`config.mk`:
```
export PLATFORM = sky130hd
export DESIGN_NAME = lift_scan_ctrl
export DESIGN_NICKNAME = d
export VERILOG_FILES = /design/src/rtl/lift_scan_ctrl.sv
export SDC_FILE = /design/constraint.sdc
export NUM_CORES = 1
export LEC_CHECK = 0
export ABC_AREA = 1
export BUFFER_PORTS_ARGS = -buffer_cell sky130_fd_sc_hd__buf_2
export CAP_MARGIN = 20
export CORE_ASPECT_RATIO = 2
export CORE_MARGIN = 4
export CORE_UTILIZATION = 31
export CTS_BUF_LIST = sky130_fd_sc_hd__clkbuf_8
export CTS_CLUSTER_DIAMETER = 150
export DETAILED_ROUTE_END_ITERATION = 7
export PLACE_DENSITY = 0.46
export SLEW_MARGIN = 20
export SYNTH_ARGS = -nofsm -noshare
export SYNTH_HDL_FRONTEND = slang
export SYNTH_SLANG_ARGS = --single-unit
```
`constraint.sdc`:
```
create_clock -name clk -period 5 [get_ports clk]
set_input_delay 0.5 -clock clk [delete_from_list [all_inputs] [get_ports clk]]
set_output_delay 0.5 -clock clk [all_outputs]
set_load 0.03 [all_outputs]
```
`src/rtl/lift_scan_ctrl.sv`:
```
// lift_scan_ctrl: single-car elevator controller with SCAN scheduling.
// Latches cabin and hall calls, moves the car one floor every MOVE_CYC
// cycles, and holds the door open for DOOR_CYC cycles at each stop.
// Ports:
//   clk, rst_n        clock (rising edge), async active-low reset
//   cab_req_i         cabin buttons, one bit per floor
//   hall_up_i         hall up buttons (top floor bit ignored)
//   hall_dn_i         hall down buttons (floor 0 bit ignored)
//   elev_f_o          current car floor
//   dir_o             00 idle, 01 up, 10 down
//   door_open_o       door open
//   busy_o            controller not idle
//   pending_o         OR of all latched calls
module lift_scan_ctrl #(
  parameter int unsigned FLOORS   = 8,
  parameter int unsigned FLOOR_W  = 3,
  parameter int unsigned MOVE_CYC = 10,
  parameter int unsigned DOOR_CYC = 20
) (
  input  logic               clk,
  input  logic               rst_n,
  input  logic [FLOORS-1:0]  cab_req_i,
  input  logic [FLOORS-1:0]  hall_up_i,
  input  logic [FLOORS-1:0]  hall_dn_i,
  output logic [FLOOR_W-1:0] elev_f_o,
  output logic [1:0]         dir_o,
  output logic               door_open_o,
  output logic               busy_o,
  output logic [FLOORS-1:0]  pending_o
);

  localparam int unsigned TMAX = (MOVE_CYC > DOOR_CYC) ? MOVE_CYC : DOOR_CYC;
  localparam int unsigned TW   = $clog2(TMAX + 1);
  localparam logic [TW-1:0] MOVE_T    = TW'(MOVE_CYC);
  localparam logic [TW-1:0] DOOR_T    = TW'(DOOR_CYC);
  localparam logic [TW-1:0] TIMER_ONE = TW'(1);
  localparam logic [FLOORS-1:0] UP_MASK = {1'b0, {(FLOORS-1){1'b1}}};
  localparam logic [FLOORS-1:0] DN_MASK = {{(FLOORS-1){1'b1}}, 1'b0};

  typedef enum logic [1:0] {S_IDLE, S_MOVE, S_DOOR} state_e;
  typedef enum logic [1:0] {DIR_NONE = 2'b00, DIR_UP = 2'b01, DIR_DN = 2'b10} dir_e;

  state_e             state_q, state_d;
  dir_e               dir_q, dir_d;
  logic               last_up_q, last_up_d;   // SCAN direction memory, up after reset
  logic [FLOOR_W-1:0] floor_q, floor_d;
  logic [TW-1:0]      timer_q, timer_d;
  logic [FLOORS-1:0]  cab_q, cab_d, up_q, up_d, dn_q, dn_d;

  logic [FLOORS-1:0]  pend_q, up_in, dn_in, clr;
  logic [FLOOR_W-1:0] nxt_floor;
  logic               ahead_fwd, ahead_rev, arr_stop, here_call;

  function automatic logic calls_ahead(input logic [FLOORS-1:0] p,
                                       input logic [FLOOR_W-1:0] f,
                                       input logic up);
    logic hit;
    hit = 1'b0;
    for (int unsigned i = 0; i < FLOORS; i++) begin
      if (p[i] && (up ? (i > 32'(f)) : (i < 32'(f)))) hit = 1'b1;
    end
    return hit;
  endfunction

  function automatic logic [FLOORS-1:0] floor_sel(input logic [FLOOR_W-1:0] f);
    logic [FLOORS-1:0] s;
    s = '0;
    for (int unsigned i = 0; i < FLOORS; i++) begin
      s[i] = (i == 32'(f));
    end
    return s;
  endfunction

  assign up_in     = hall_up_i & UP_MASK;
  assign dn_in     = hall_dn_i & DN_MASK;
  assign pend_q    = cab_q | up_q | dn_q;
  assign ahead_fwd = calls_ahead(pend_q, floor_q, last_up_q);
  assign ahead_rev = calls_ahead(pend_q, floor_q, !last_up_q);
  assign nxt_floor = last_up_q ? floor_q + FLOOR_W'(1) : floor_q - FLOOR_W'(1);
  // A call for the open-door floor restarts the dwell instead of latching.
  assign here_call = (state_q == S_DOOR) && ((cab_req_i | up_in | dn_in) & floor_sel(floor_q)) != '0;
  // Stop on arrival for a cabin call, a same-direction hall call, or nothing further on.
  assign arr_stop  = cab_q[nxt_floor]
                   | (last_up_q ? up_q[nxt_floor] : dn_q[nxt_floor])
                   | !calls_ahead(pend_q, nxt_floor, last_up_q);

  always_comb begin
    state_d   = state_q;
    floor_d   = floor_q;
    dir_d     = dir_q;
    last_up_d = last_up_q;
    timer_d   = timer_q;
    unique case (state_q)
      S_IDLE: begin
        if (pend_q[floor_q]) begin
          state_d = S_DOOR;
          timer_d = DOOR_T;
        end else if (ahead_fwd) begin
          state_d = S_MOVE;
          timer_d = MOVE_T;
          dir_d   = last_up_q ? DIR_UP : DIR_DN;
        end else if (ahead_rev) begin
          state_d   = S_MOVE;
          timer_d   = MOVE_T;
          last_up_d = !last_up_q;
          dir_d     = last_up_q ? DIR_DN : DIR_UP;
        end
      end
      S_MOVE: begin
        if (timer_q == TIMER_ONE) begin
          floor_d = nxt_floor;
          if (arr_stop) begin
            state_d = S_DOOR;
            timer_d = DOOR_T;
          end else begin
            timer_d = MOVE_T;
          end
        end else begin
          timer_d = timer_q - TIMER_ONE;
        end
      end
      S_DOOR: begin
        if (here_call) begin
          timer_d = DOOR_T;
        end else if (timer_q == TIMER_ONE) begin
          if (ahead_fwd) begin
            state_d = S_MOVE;
            timer_d = MOVE_T;
            dir_d   = last_up_q ? DIR_UP : DIR_DN;
          end else if (ahead_rev) begin
            state_d   = S_MOVE;
            timer_d   = MOVE_T;
            last_up_d = !last_up_q;
            dir_d     = last_up_q ? DIR_DN : DIR_UP;
          end else begin
            state_d = S_IDLE;
            dir_d   = DIR_NONE;
          end
        end else begin
          timer_d = timer_q - TIMER_ONE;
        end
      end
      default: state_d = S_IDLE;
    endcase

    // Whenever the door is (or becomes) open at a floor, that floor's calls
    // are cleared; this also masks new inputs there, so clear wins over set.
    clr  = (state_d == S_DOOR) ? floor_sel(floor_d) : '0;
    cab_d = (cab_q | cab_req_i) & ~clr;
    up_d  = (up_q  | up_in)     & ~clr;
    dn_d  = (dn_q  | dn_in)     & ~clr;
  end

  always_ff @(posedge clk or negedge rst_n) begin
    if (!rst_n) begin
      state_q   <= S_IDLE;
      dir_q     <= DIR_NONE;
      last_up_q <= 1'b1;
      floor_q   <= '0;
      timer_q   <= '0;
      cab_q     <= '0;
      up_q      <= '0;
      dn_q      <= '0;
    end else begin
      state_q   <= state_d;
      dir_q     <= dir_d;
      last_up_q <= last_up_d;
      floor_q   <= floor_d;
      timer_q   <= timer_d;
      cab_q     <= cab_d;
      up_q      <= up_d;
      dn_q      <= dn_d;
    end
  end

  assign elev_f_o    = floor_q;
  assign dir_o       = dir_q;
  assign door_open_o = (state_q == S_DOOR);
  assign busy_o      = (state_q != S_IDLE);
  assign pending_o   = pend_q;

endmodule

```
==> metrics list, run 1 <==
- Number of hold buffers added after cts: 0
* Number of port buffers: 38
* Data required time at the worst endpoint: about 5 ns
- The flow ran to the end, and the final reports show no timing, DRC or antenna violations.
- Clock tree sinks: 37
* Count of warnings emitted by yosys: 0
- The tool flagged a number of max-cap violations equal to 0.
- Among the stages of the critical path, the cell type that occurs most often is sky130_fd_sc_hd__nand2_1.
- The HPWL after detailed placement is 7.94 mm.
* Aggregate global routing overflow: 0
* Combined area of all synthesized cells: between 0.002 and 0.003 mm²
- Clock-pin slew was measured on the worst setup and hold paths at around 0.09 ns.
- All-layer global routing usage: between 10% and 20%
- Number of fill cells: a little over 1000
- Library cell with the highest instance count after synthesis: sky130_fd_sc_hd__nand2_1
- The finished cells cover between 0.003 and 0.004 mm².
- Critical path peak fanout: 24
- After layout, the worst path uses a little over two thirds of the clock period.
* CP cell instances: inv_2 > ha_1 > inv_1 > nand2_1 > nand2_1 > nand2_1 > o21ai_1 > nand2_1 > nor2_1 > nand2_1 > nand2_1 > nand2_1 > nand3_1 > nand3_1 > nand3_1 > nand2_1 > nor2_4 > a21oi_1
* Starting density of the core: 32.0%
- In this run the static leakage power is between 0.0015 and 0.002 µW.
- Fin Setup TNS: 0 ns
- In the final layout, the multi-input gates occupy ~0.0017 mm².
- The count of nets left with antenna violations once routing finished came out at 0.
- The first global-routing pass estimated roughly 16 mm of wire.
* Overall die area: around 0.011 mm²
* Post-synth EDFFs: 0
- In this run the vertical extent of the chip is ~140 µm.
- Final Worst Setup Slack: roughly 1.5 ns
* Share of power burned in combinational logic: a little under half
- # DRC: 0
- Slew at the pin closest to its max-slew limit: slightly below 0.9 ns
- Longest Clk Path Bufs: 2
- Cell count after synthesis: ~450
- Via count of the routed design: 3035
- The initial antenna violation count was 0.
- Highest attainable clock frequency: approximately 290 MHz
- The number of buffers and inverters on the critical path is 2.
* Area of the placeable core: 0.00901 mm²
- CTS H-Tree Depth: 2
- Setup repair after global routing left no endpoint under its margin.
* Ratio of total power to cell area: 339 mW/mm²
- Net switching is between 40% and 50% of the power.
- Pwr Total: between 1000 and 1500 µW
- Area taken by flip-flops and latches: 927 µm²
- Final nets: roughly 530
- Dominant cell type by area after synthesis: sky130_fd_sc_hd__dfrtp_1
- Seq cells post-synth: 37
- Final wirelength: between 9 and 10 mm
* Detailed router's first-iteration violation count: 161
* Proportion of netlist area held by the largest area contributor: 31.3%
- Number of setup violations in the final report: 0
- The worst setup path is captured at a register.
* Site row count: 49
* Maximum number of pins on one net before global-route repair: 38
* Number of hold violations in the final report: 0
* Slowest CP cell: sky130_fd_sc_hd__dfrtp_1
- The tree is rooted in a sky130_fd_sc_hd__clkbuf_8.
* Number of resized instances in the post-cts repair step: 0
- Using the TritonRoute via totals, the vias-per-cell ratio works out to about 5.1.
- Net switching power: just over 500 µW
- Final cell utilization of the core: about 36%
* Instance area at placement: 0.00313 mm²
- Average footprint of a synthesized cell: about 6.3 µm²
- The worst setup path is launched from a register.
* Shortest clock period the worst path allows after layout: 3.49 ns
- The number of antenna diodes in the final layout is 0.
- At the end of routability-driven placement, the weighted congestion stood at between 0.9 and 1.
- Counting every net in the synthesized netlist gives between 400 and 500.
- The internal portion of the total power is about 590 µW.
- The worst-case IR drop observed on VDD is 247 µV.
- Total clock buffers created by CTS: 5
- For this run, the slowest stage of the critical path takes roughly 0.70 ns.
* Max Slew Vio Count: 0
- The later pin in the worst-skew pair is clocked with a latency of just over 0.3 ns.
* Floorplan die width: 76.2 µm
- Layout Skew: between 0.01 and 0.015 ns
* TritonRoute pass-1 iters: 4
- Sequential share of the synthesized area: approximately a third
- Total I/O pin count: 41
- Sorting the synthesized cells by how often they occur yields sky130_fd_sc_hd__nand2_1 (130), sky130_fd_sc_hd__nor2_1 (62), sky130_fd_sc_hd__inv_1 (50).
* WL per Instance: 16.5 µm
- Leading post-synthesis cells by cell area: sky130_fd_sc_hd__dfrtp_1 (31%), sky130_fd_sc_hd__nand2_1 (17%), sky130_fd_sc_hd__nor2_1 (8.1%), sky130_fd_sc_hd__nand3_1 (7.6%), sky130_fd_sc_hd__inv_1 (6.5%)
- The clock network burns around a fifth of the power.
- TritonCTS built the clock tree.
* Power share of the sequential group: between 30 and 40%
* Top FF cell, synth: sky130_fd_sc_hd__dfrtp_1
* Worst-case headroom to the max-slew limit: a little over two fifths
- Vias in the first global route: roughly 3100
* Setup slack at placement: 1.55 ns
* CP arrival: ~3.6 ns
- Share of cells above drive strength 1: around 13%
- Top cell family by delay on the critical path: simple AND/OR/NAND/NOR gates
* Share of synthesized registers carrying an async set or reset: between 90% and 100%
- From synthesis to final layout, the design area changed by 11.7%.
* Number of library cell types mapped by synthesis: 25
- Class of the tightest hold or removal check: input port to asynchronous set/reset pin
* Post-CTS setup buffers: 0
- Worst Path Class, Setup: register to register
[power groups by stage]
stage | clock network, µW | logic [µW] | registers [µW]
after detailed placement | 0 | 501 | 380
after floorplan | 0 | 379 | 379
after global placement | 0 | 498 | 379
final | 217 | 499 | 374
after CTS | 229 | 503 | 374
after global routing | 237 | 565 | 379
[cell type report]
class	count	area share (%)
Tap cell	102	3.96
Clock buffer	5	2.14
Timing Repair Buffer	39	6.14
Clock inverter	3	0.544
Multi-Input combinational cell	352	52.0
Sequential cell	37	28.8
Inverter	55	6.41
[worst reg2reg max path: stages, from the launching register on]
cell	delay (ns)
sky130_fd_sc_hd__dfrtp_1	0.70
sky130_fd_sc_hd__inv_2	0.15
sky130_fd_sc_hd__ha_1	0.35
sky130_fd_sc_hd__inv_1	0.09
sky130_fd_sc_hd__nand2_1	0.07
sky130_fd_sc_hd__nand2_1	0.27
sky130_fd_sc_hd__nand2_1	0.09
sky130_fd_sc_hd__o21ai_1	0.08
sky130_fd_sc_hd__nand2_1	0.07
sky130_fd_sc_hd__nor2_1	0.10
sky130_fd_sc_hd__nand2_1	0.07
sky130_fd_sc_hd__nand2_1	0.05
sky130_fd_sc_hd__nand2_1	0.04
sky130_fd_sc_hd__nand3_1	0.15
sky130_fd_sc_hd__nand3_1	0.15
sky130_fd_sc_hd__nand3_1	0.11
sky130_fd_sc_hd__nand2_1	0.15
sky130_fd_sc_hd__nor2_4	0.51
sky130_fd_sc_hd__a21oi_1	0.14
[layer usage]
| layer | routed length [µm] | vias to the layer above | track usage, % | share of wire [%] |
|---|---|---|---|---|
| li1 | - | 1536 | - | - |
| met1 | 3400 | 1405 | 17.9 | 35 |
| met2 | 5610 | 70 | 36.1 | 57 |
| met3 | 343 | 24 | 2.37 | 3.5 |
| met4 | 438 | 0 | 11.2 | 4.5 |
| met5 | 0 | - | 0 | 0 |
[final timing paths]
| check | depth (start not counted) | slack [ns] | end | startpoint |
|---|---|---|---|---|
| max in group asynchronous | 1 | 4.14 | dn_q[0] | rst_n |
| max | 18 | 1.51 | up_q[3] | elev_f_o[1] |
| max reg2reg | 18 | 1.51 | up_q[3] | elev_f_o[1] |
| min | 1 | 0.31 | up_q[5] | rst_n |
| min in group clk | 3 | 0.45 | cab_q[7] | cab_req_i[7] |
| min reg2reg | 2 | 0.49 | dir_o[1] | dir_o[1] |
[flip-flops by register name, summed over array words and instances (netlist names)]
signal	cells
up_q	8
dn_q	8
last_up_q	1
state_q	2
cab_q	8
timer_q	5
elev_f_o	3
dir_o	2
[cell families after synthesis]
| group | Yosys count | share of synthesized area, % |
|---|---|---|
| simple gates | 253 | 36.5 |
| compound gates | 83 | 15.2 |
| fa+ha+maj | 12 | 5.21 |
| buf+inv | 65 | 9.73 |
| flops | 37 | 32.2 |
| xor+xnor | 4 | 1.22 |
[cells in the final DEF, fill, tap and decap left out, drive strengths merged]
master | netlist | final
nand2 | 132 | 132
o2111ai | 2 | 2
dfstp | 1 | 1
clkbuf | 0 | 5
o31ai | 2 | 2
o211ai | 2 | 2
nor2 | 68 | 68
nor3 | 5 | 5
nand3 | 44 | 44
buf | 10 | 39
or2 | 2 | 2
clkinv | 0 | 2
a21oi | 37 | 37
ha | 12 | 12
clkinvlp | 0 | 1
a22oi | 2 | 2
nand4 | 2 | 2
xor2 | 4 | 4
inv | 55 | 55
o21ai | 38 | 38
dfrtp | 36 | 36
[through the flow]
step                hold WS [ns]  instances
floorplan                  0.204        454
global placement           0.469        585
detailed placement         0.483        585
CTS                        0.345        593
global route               0.384        593
finish                     0.309        593
Power figures use the tool's default switching activity.
==> run 2: changes to the inputs <==
clock period = 3.61 ns   (was 5 ns; I/O delays follow)
==> run 2 against run 1 <==
Largest power group unchanged. Wire length up 1.1%. Sequential cell count is the same. Combinational power increased by 42%. Fmax rose by 16%. Design area is 1.9% higher. Final cell count up 0.67%. Global-route usage is 0.27 points lower. First-iteration DRC count is 4.3% higher. Clock skew shrank 0.0075 ns. Setup slack worse by 0.90 ns. Total power increased by 47%.
==> metrics list, run 2 (synthesis gave the netlist of run 1 again) <==
* Worst path buffer plus inverter count: 4 (+2)
* Overall die area: 0.0110 mm² (unchanged)
- Die Height: 144 µm (unchanged)
- The half-perimeter wire length after placement is 8.04 mm (+1.2%).
- Maximum capacitance violations: 0 (unchanged)
- Final estimated routing congestion in global placement: 0.925 (+0.77%)
* Final nets: 532 (+0.76%)
- Ant diodes: 0 (unchanged)
* Number of standard cells in the final layout excluding fillers: 597 (+0.67%)
- Worst Path Class, Setup: register to register
- Ratio of total power to cell area: 490 mW/mm² (+45%)
* Max Slew Vio Count: 0 (unchanged)
- Number of resized instances in the post-cts repair step: 0 (unchanged)
* Vias in the first global route: 3063 (-0.81%)
- Cell chosen for the clock root: sky130_fd_sc_hd__clkbuf_8
- Largest registers in the final layout: cab_q: 8 flops, dn_q: 8 flops, up_q: 8 flops
- Average via count per standard cell: 5.11 (-0.18%)
* Via count of the routed design: 3050 (+0.49%)
- Setup repair after global routing left no endpoint under its margin.
- Floorplan die width: 76.2 µm (unchanged)
- The hold buffer count at cts is 0 (unchanged).
- The number of iterations in the first detailed-routing pass was 4 (unchanged).
- Critical path peak fanout: 24 (unchanged)
- The post-detailed-routing wire length is 9.90 mm (+1.1%).
- The post-route total power is 1610 µW (+47%).
* Highest attainable clock frequency: 334 MHz (+16%)
* Share of cells above drive strength 1: 13.3% (+0.50 points)
* Class of the tightest hold or removal check: input port to asynchronous set/reset pin
- The effective utilization at floorplan is 32.0% (unchanged).
* Net switching power: 690 µW (+37%)
* Leakage component of the power: 0.00176 µW (+2.2%)
- The overall fraction of global-route tracks in use is 18.2% (-0.27 points).
- Clock tree from TritonCTS: done
* Clock tree sinks: 37 (unchanged)
- Leaving out fill and tap cells, the most frequent cell in the layout is sky130_fd_sc_hd__nand2_1.
* Detailed router's first-iteration violation count: 168 (+4.3%)
- The total setup violations reported at the end of the flow came to 0 (unchanged).
- The floorplan row count was 49 (unchanged).
- Slew at the pin closest to its max-slew limit: 0.889 ns (+0.0180 ns)
* Number of hold violations in the final report: 0 (unchanged)
- The area taken by flip-flops and latches was 927 µm² (unchanged).
- The multi-input gate area in the final layout is 0.00167 mm² (unchanged).
* Final cell utilization of the core: 36.4% (+0.67 points)
- Clk Latency, worst-skew pair: 0.30 ns (about the same)
* CP cell instances: inv_1 > nand2_1 > nand3_1 > inv_1 > nand2_1 > nand2_1 > nand2_1 > inv_1 > nand2_1 > nand2_1 > nand2_1 > nand3_1 > nand3_1 > nand3_1 > nand2_1 > nor2_4 > buf_4 > a21oi_1
- Post-CTS setup buffers: 0 (unchanged)
- The total negative setup slack was 0 ns (unchanged).
- Worst ir drop on vdd: 432 µV (+75%)
- Slowest CP cell: sky130_fd_sc_hd__dfstp_2
* Final antenna-violating net count: 0 (unchanged)
- The worst setup path is launched from a register.
- Final Hold Slack: 0.185 ns (-0.124 ns)
- The worst path required time was 3.78 ns (-1.37 ns).
* Number of port buffers: 38 (unchanged)
- The wire length of the first global-routing pass is 15.6 mm (-1.5%).
- The worst slew slack as a fraction of its limit came to 40.7% (-1.2 points).
- The average wire per cell in the routed design was 16.6 µm (+0.44%).
- The arrival time at the worst endpoint was 3.16 ns (-0.48 ns).
- Shortest clock period the worst path allows after layout: 2.99 ns (-0.494 ns)
* Total clock buffers created by CTS: 5 (unchanged)
* Area of the placeable core: 0.00901 mm² (unchanged)
- In this design, the critical path's most frequently occurring cell is sky130_fd_sc_hd__nand2_1.
- Share of power burned in combinational logic: 44.3% (-1.4 points)
- The clock-pin transition on the worst setup and hold timing paths was 0.08 ns (about the same).
* Commonest cells after routing, fill and taps aside: sky130_fd_sc_hd__nand2_1 (130), sky130_fd_sc_hd__nor2_1 (62), sky130_fd_sc_hd__inv_1 (51), sky130_fd_sc_hd__nand3_1 (44), sky130_fd_sc_hd__buf_2 (38)
- Longest Clk Path Bufs: 2 (unchanged)
- Total I/O pin count: 41 (unchanged)
- The fill cell instance count of the final layout came to 1032 (unchanged).
- Int Power: 916 µW (+56%)
- The H-tree depth is 2 (unchanged).
* Power share of the sequential group: 32.2% (-2.1 points)
- Placed Instances: 589 (+0.68%)
* Element type at the critical path end: register
- Maximum number of pins on one net before global-route repair: 38 (unchanged)
- # DRC: 0 (unchanged)
- Aggregate global routing overflow: 0 (unchanged)
* Antenna violations before repair: 0 (unchanged)
* Top cell family by delay on the critical path: simple AND/OR/NAND/NOR gates
- The maximum clock skew at final layout was 0.00485 ns (-0.00746 ns).
- Post-synthesis to final-layout area growth: 13.8%
- Fraction of power spent switching nets: 43.0% (-3.3 points)
* Status: finished, final reports clean
- The clock power share is 23.6% (+3.7 points).
- Final worst path period share: 82.9% (+13 points)
* CP peak stage delay: 0.69 ns (about the same)
[run 2: cell count changes in the layout (fill, tap and decap cells not counted), sizes merged]
| cell | before | now |
|---|---|---|
| buf | 39 | 43 |
| bufinv | 0 | 1 |
| clkbuf | 5 | 6 |
| clkinv | 2 | 0 |
| clkinvlp | 1 | 0 |
| inv | 55 | 56 |
[run 2: worst paths after layout]
kind                                   start       end  slack, ns  cells after the start
max in group asynchronous              rst_n  dir_o[1]       2.87                      1
min in group clk                hall_dn_i[2]   dn_q[2]       0.33                      3
worst min register to register      dir_o[1]  dir_o[1]       0.47                      2
worst max register to register     last_up_q  cab_q[7]       0.62                     18
worst max-delay path               last_up_q  cab_q[7]       0.62                     18
worst min-delay path                   rst_n   up_q[4]       0.19                      1
[run 2: final cells by class]
class                   instances  area share, %
repair buffers                 43           6.94
clock buffers                   6           2.52
well taps                     102           3.89
clock inverters                 2           1.03
flip-flops and latches         37           28.3
inverters                      55           6.30
multi-input cells             352           51.0
[run 2: metal layers]
metal / track usage (%) / up-vias / wire (µm) / part of all wire (%)
met3: 2.87 / 25 / 341 / 3.4
met1: 17.0 / 1418 / 3460 / 35
met4: 10.3 / 0 / 442 / 4.5
met5: 0 / - / 0 / 0
li1: - / 1538 / - / -
met2: 36.4 / 69 / 5650 / 57
[run 2: power by group through the flow]
| stage | combinational, µW | clock [µW] | sequential (µW) |
|---|---|---|---|
| 4_1_cts | 718 | 400 | 516 |
| 6_report | 711 | 378 | 517 |
| 5_1_grt | 807 | 410 | 523 |
| 3_5_place_dp | 714 | 0 | 525 |
| 2_1_floorplan | 525 | 0 | 525 |
| 3_3_place_gp | 708 | 0 | 524 |
[run 2: through the flow]
step | area (µm²) | setup slack, ns
finish | 3280 | 0.617
floorplan | 2880 | 0.876
CTS | 3280 | 0.610
detailed placement | 3160 | 0.624
global placement | 3160 | 0.613
global route | 3280 | 0.333
[run 2: worst reg2reg max path: stages (launching register included)]
cell,delay (ns)
sky130_fd_sc_hd__dfstp_2,0.69
sky130_fd_sc_hd__inv_1,0.29
sky130_fd_sc_hd__nand2_1,0.16
sky130_fd_sc_hd__nand3_1,0.18
sky130_fd_sc_hd__inv_1,0.15
sky130_fd_sc_hd__nand2_1,0.06
sky130_fd_sc_hd__nand2_1,0.06
sky130_fd_sc_hd__nand2_1,0.05
sky130_fd_sc_hd__inv_1,0.04
sky130_fd_sc_hd__nand2_1,0.05
sky130_fd_sc_hd__nand2_1,0.06
sky130_fd_sc_hd__nand2_1,0.04
sky130_fd_sc_hd__nand3_1,0.13
sky130_fd_sc_hd__nand3_1,0.15
sky130_fd_sc_hd__nand3_1,0.10
sky130_fd_sc_hd__nand2_1,0.14
sky130_fd_sc_hd__nor2_4,0.11
sky130_fd_sc_hd__buf_4,0.28
sky130_fd_sc_hd__a21oi_1,0.11
==> run 3: changes to the inputs <==
ABC_AREA = 0   (was 1)
clock period = 2.8 ns   (was 3.61 ns; I/O delays follow)
==> run 3 against run 2 <==
First-iteration DRC count rose by 27%. Area after synthesis rose by 1.2%. Wire length rose by 21%. Fmax rose by 8.6%. Hold slack got worse by 0.090 ns. Sequential cell count did not move. Sequential power rose by 45%. Clock-buffer cell count rose by 1. Critical path type unchanged. Largest power group unchanged. Highest routed layer unchanged.
==> metrics list, run 3 <==
- Final nets: 515 (-3.2%)
- Launch point of the worst path: elev_f_o[1]
- TritonCTS built the clock tree.
- Ratio of total power to cell area: 849 mW/mm² (+73%)
* Ant diodes: 0 (unchanged)
- Synthesized Nets: 394 (-20%)
- The buffer and inverter count on the worst path came to 3 (-1).
* R2R Setup Slk: 0.04 ns (-0.57 ns)
- The post-detailed-routing wire length was 12.0 mm (+21%).
- Slowest CP cell: sky130_fd_sc_hd__dfrtp_2
* Final Worst Setup Slack: 0.0445 ns (-0.572 ns)
- The number of vias in the routed layout came to 3371 (+11%).
- Half-perimeter wire length after placement: 9.24 mm (+15%)
- Seq cells post-synth: 37 (unchanged)
- Setup slack at placement: -0.465 ns (-1.09 ns)
* Top FF cell, synth: sky130_fd_sc_hd__dfrtp_1
* Total clock buffers created by CTS: 5 (unchanged)
- The total setup violations reported at the end of the flow came to 0 (unchanged).
- Status: finished, final reports clean
- The number of input and output port buffers inserted is 38 (unchanged).
* Number of cells on the worst reg-to-reg path: 12 (-6)
* Longest Clk Path Bufs: 2 (unchanged)
* Maximum capacitance violations: 0 (unchanged)
- The internal power summed over all cells came to 1890 µW (+110%).
* Last element of the critical path: cab_q[4]
* Levels on crit path: 12 (-6)
- The area inside the core boundary is 0.00907 mm² (+0.68%).
* Final worst path period share: 98.4% (+15 points)
- Detailed router's first-iteration violation count: 213 (+27%)
* WL per Instance: 20.7 µm (+25%)
- TritonRoute pass-1 iters: 4 (unchanged)
* Total I/O pin count: 41 (unchanged)
- RSZ-0062 raised after global routing: yes
- Clock tree sinks: 37 (unchanged)
* Fraction of power spent switching nets: 47.5% (+4.6 points)
- The clock latency on the worst-skew pair was 0.32 ns (+0.02 ns).
- Leakage component of the power: 0.00169 µW (-4.2%)
- Critical Path Start Type: register
- Proportion of netlist area held by the largest area contributor: 30.9% (-0.36 points)
- # DRC: 0 (unchanged)
- The library cells used most frequently in the layout, excluding fill and tap cells, are sky130_fd_sc_hd__buf_4 (87), sky130_fd_sc_hd__nor2_1 (39), sky130_fd_sc_hd__buf_2 (38), sky130_fd_sc_hd__dfrtp_1 (34), sky130_fd_sc_hd__nand2_1 (29).
* Dominant cell type by area after synthesis: sky130_fd_sc_hd__dfrtp_1
- The filler-free cell count of the finished design came to 580 (-2.8%).
- On the critical path the largest part of the delay comes from compound AO/OA/AOI/OAI gates.
- The ratio of cells with drive above 1 in the final layout was 38.7% (+25 points).
- Average via count per standard cell: 5.81 (+14%)
- Class of the tightest hold or removal check: input port to asynchronous set/reset pin
- The minimum period implied by the final worst setup slack was 2.76 ns (-0.238 ns).
- Counting instances in the post-synthesis netlist gives the leading cell types as sky130_fd_sc_hd__nor2_1 (39), sky130_fd_sc_hd__dfrtp_1 (36), sky130_fd_sc_hd__nand2_1 (29).
* Max Slew Vio Count: 0 (unchanged)
- The critical path is of the register to register type.
- The pin count of the biggest net entering global routing is 38 (unchanged).
- Net switching power: 1710 µW (+150%)
* Critical path peak fanout: 13 (-46%)
* Cell chosen for the clock root: sky130_fd_sc_hd__clkbuf_8
* Final antenna-violating net count: 0 (unchanged)
* Aggregate global routing overflow: 0 (unchanged)
* Number of library cell types mapped by synthesis: 66 (+160%)
* Slew at the pin closest to its max-slew limit: 0.954 ns (+0.0650 ns)
- Highest attainable clock frequency: 363 MHz (+8.6%)
- The library cell used most frequently in the layout, excluding fill and tap cells, is sky130_fd_sc_hd__buf_4.
- The signal on the critical path passes through ha_4 > ha_4 > nand2b_4 > a21boi_2 > buf_4 > mux4_2 > o2bb2ai_4 > a221oi_4 > buf_6 > a221oi_4 > buf_12 > a31oi_1.
- Placed Instances: 566 (-3.9%)
* Vias in the first global route: 3542 (+16%)
- The maximum clock skew at final layout is 0.0168 ns (+0.0120 ns).
- Leading post-synthesis cells by cell area: sky130_fd_sc_hd__dfrtp_1 (31%), sky130_fd_sc_hd__a31oi_1 (5.4%), sky130_fd_sc_hd__ha_1 (5.2%), sky130_fd_sc_hd__nor2_1 (5.0%), sky130_fd_sc_hd__a21oi_1 (4.1%)
- Power share of the sequential group: 20.8% (-11 points)
- Share of power burned in combinational logic: 66.7% (+22 points)
* Library cell with the highest instance count after synthesis: sky130_fd_sc_hd__nor2_1
- The synthesized area per cell is 8.19 µm² (+29%).
- The endpoint identified for the worst register-to-register timing path is cab_q[4].
* Power share of the clock group: 12.5% (-11 points)
- Number of hold violations in the final report: 0 (unchanged)
- Die Height: 145 µm (+0.55%)
- The stage delay of the slowest cell on the critical path was 0.48 ns (-0.21 ns).
* Count of warnings emitted by yosys: 0 (unchanged)
- The effective utilization at floorplan came to 32.1% (+0.16 points).
- Number of fill cells: 940 (-8.9%)
* Largest registers in the final layout: cab_q: 8 flops, dn_q: 8 flops, up_q: 8 flops
- Antenna violations before repair: 0 (unchanged)
- The die area is 0.0111 mm² (+1.1%).
- Data required time at the worst endpoint: 3.02 ns (-0.76 ns)
* Post-CTS clock slew at the launch and capture registers of the worst setup and hold paths: 0.09 ns (about the same)
- The arrival time at the worst endpoint was 2.98 ns (-0.18 ns).
- The wire length of the first global-routing pass came to 18.4 mm (+18%).
- Startpoint of the worst-slack reg-to-reg timing path: elev_f_o[1]
- The mapped cell area is 0.00292 mm² (+1.2%).
- All-layer global routing usage: 21.5% (+3.3 points)
- The floorplan row count is 49 (unchanged).
* Worst ir drop on vdd: 580 µV (+34%)
* Sequential share of the synthesized area: 31.8% (-0.37 points)
- Element type at the critical path end: register
* Post-synthesis to final-layout area growth: 45.7%
- Final estimated routing congestion in global placement: 0.974 (+5.3%)
- Floorplan die width: 76.6 µm (+0.52%)
* Final cell utilization of the core: 46.8% (+10 points)
- Post-synth EDFFs: 0 (unchanged)
* Cell count after synthesis: 356 (-22%)
- The H-tree depth is 2 (unchanged).
* Worst-case headroom to the max-slew limit: 36.4% (-4.3 points)
* Share of synthesized registers carrying an async set or reset: 100% (unchanged)
[run 3: area by class of cell]
class,count,area [µm²],area share (%)
Clock buffer,7,96.3,2.27
Clock inverter,1,8.76,0.206
Inverter,25,96.3,2.27
Multi-Input combinational cell,276,2050,48.2
Sequential cell,37,930,21.9
Tap cell,102,128,3.00
Timing Repair Buffer,132,940,22.1
[run 3: worst register-to-register path, cell delays in order (launching register included)]
cell and delay, ns:
sky130_fd_sc_hd__dfrtp_2 0.48, sky130_fd_sc_hd__ha_4 0.19, sky130_fd_sc_hd__ha_4 0.26, sky130_fd_sc_hd__nand2b_4 0.11
sky130_fd_sc_hd__a21boi_2 0.15, sky130_fd_sc_hd__buf_4 0.12, sky130_fd_sc_hd__mux4_2 0.32, sky130_fd_sc_hd__o2bb2ai_4 0.16
sky130_fd_sc_hd__a221oi_4 0.32, sky130_fd_sc_hd__buf_6 0.16, sky130_fd_sc_hd__a221oi_4 0.07, sky130_fd_sc_hd__buf_12 0.19
sky130_fd_sc_hd__a31oi_1 0.14
[run 3: worst min path at each step]
stage | start | endpoint | cells past startpoint
floorplan | rst_n | cab_q[0] | 0
global placement | rst_n | dir_o[1] | 1
detailed placement | rst_n | dir_o[1] | 1
CTS | rst_n | dir_o[1] | 1
global route | rst_n | dir_o[1] | 1
finish | rst_n | dir_o[1] | 1
[run 3: logic make-up (layout without fill, tap and decap cells)]
kind of cell | Yosys count | count (layout) | share of synthesized area [%]
adder cells (fa/ha/maj) | 12 | 12 | 5.15
multiplexers | 6 | 6 | 2.53
flip-flops | 37 | 37 | 31.8
buffers and inverters | 44 | 165 | 6.65
AND/OR/NAND/NOR | 121 | 121 | 20.5
AO/OA/AOI/OAI | 131 | 132 | 31.9
XOR/XNOR | 5 | 5 | 1.50
[run 3: repair_timing]
item	4_1_cts	5_1_grt
hold buffers	0	0
resized for setup	9	32
buffers inserted	5	0
endpoints found under the setup margin	30	30
cloned	1	0
hold endpoints to repair	0	0
pin swaps	3	5
[run 3: per-stage QoR]
step / area [µm²] / total power, µW / hold slack, ns / setup TNS [ns]
floorplan: 2930 / 1950 / -0.0156 / -0.410
global placement: 3820 / 2740 / 0.474 / -9.75
detailed placement: 3820 / 2750 / 0.470 / -10.82
CTS: 4040 / 3420 / 0.127 / -0.0212
global route: 4250 / 3830 / 0.161 / -0.577
finish: 4250 / 3610 / 0.0947 / 0
[run 3: metal layers]
metal	track usage, %	up-vias	wire (µm)	share of wire, %
met2	41.7	81	6860	57
met4	13.3	0	626	5.2
li1	-	1598	-	-
met5	0	-	0	0
met1	20.8	1653	4190	35
met3	2.79	39	303	2.5
[run 3: power by group through the flow]
stage / Combinational (µW) / Clock, µW / Sequential (µW)
after floorplan: 1190 / 0 / 759
after global placement: 2000 / 0 / 741
after detailed placement: 2000 / 0 / 744
after CTS: 2220 / 464 / 738
after global routing: 2580 / 481 / 765
final: 2400 / 451 / 750
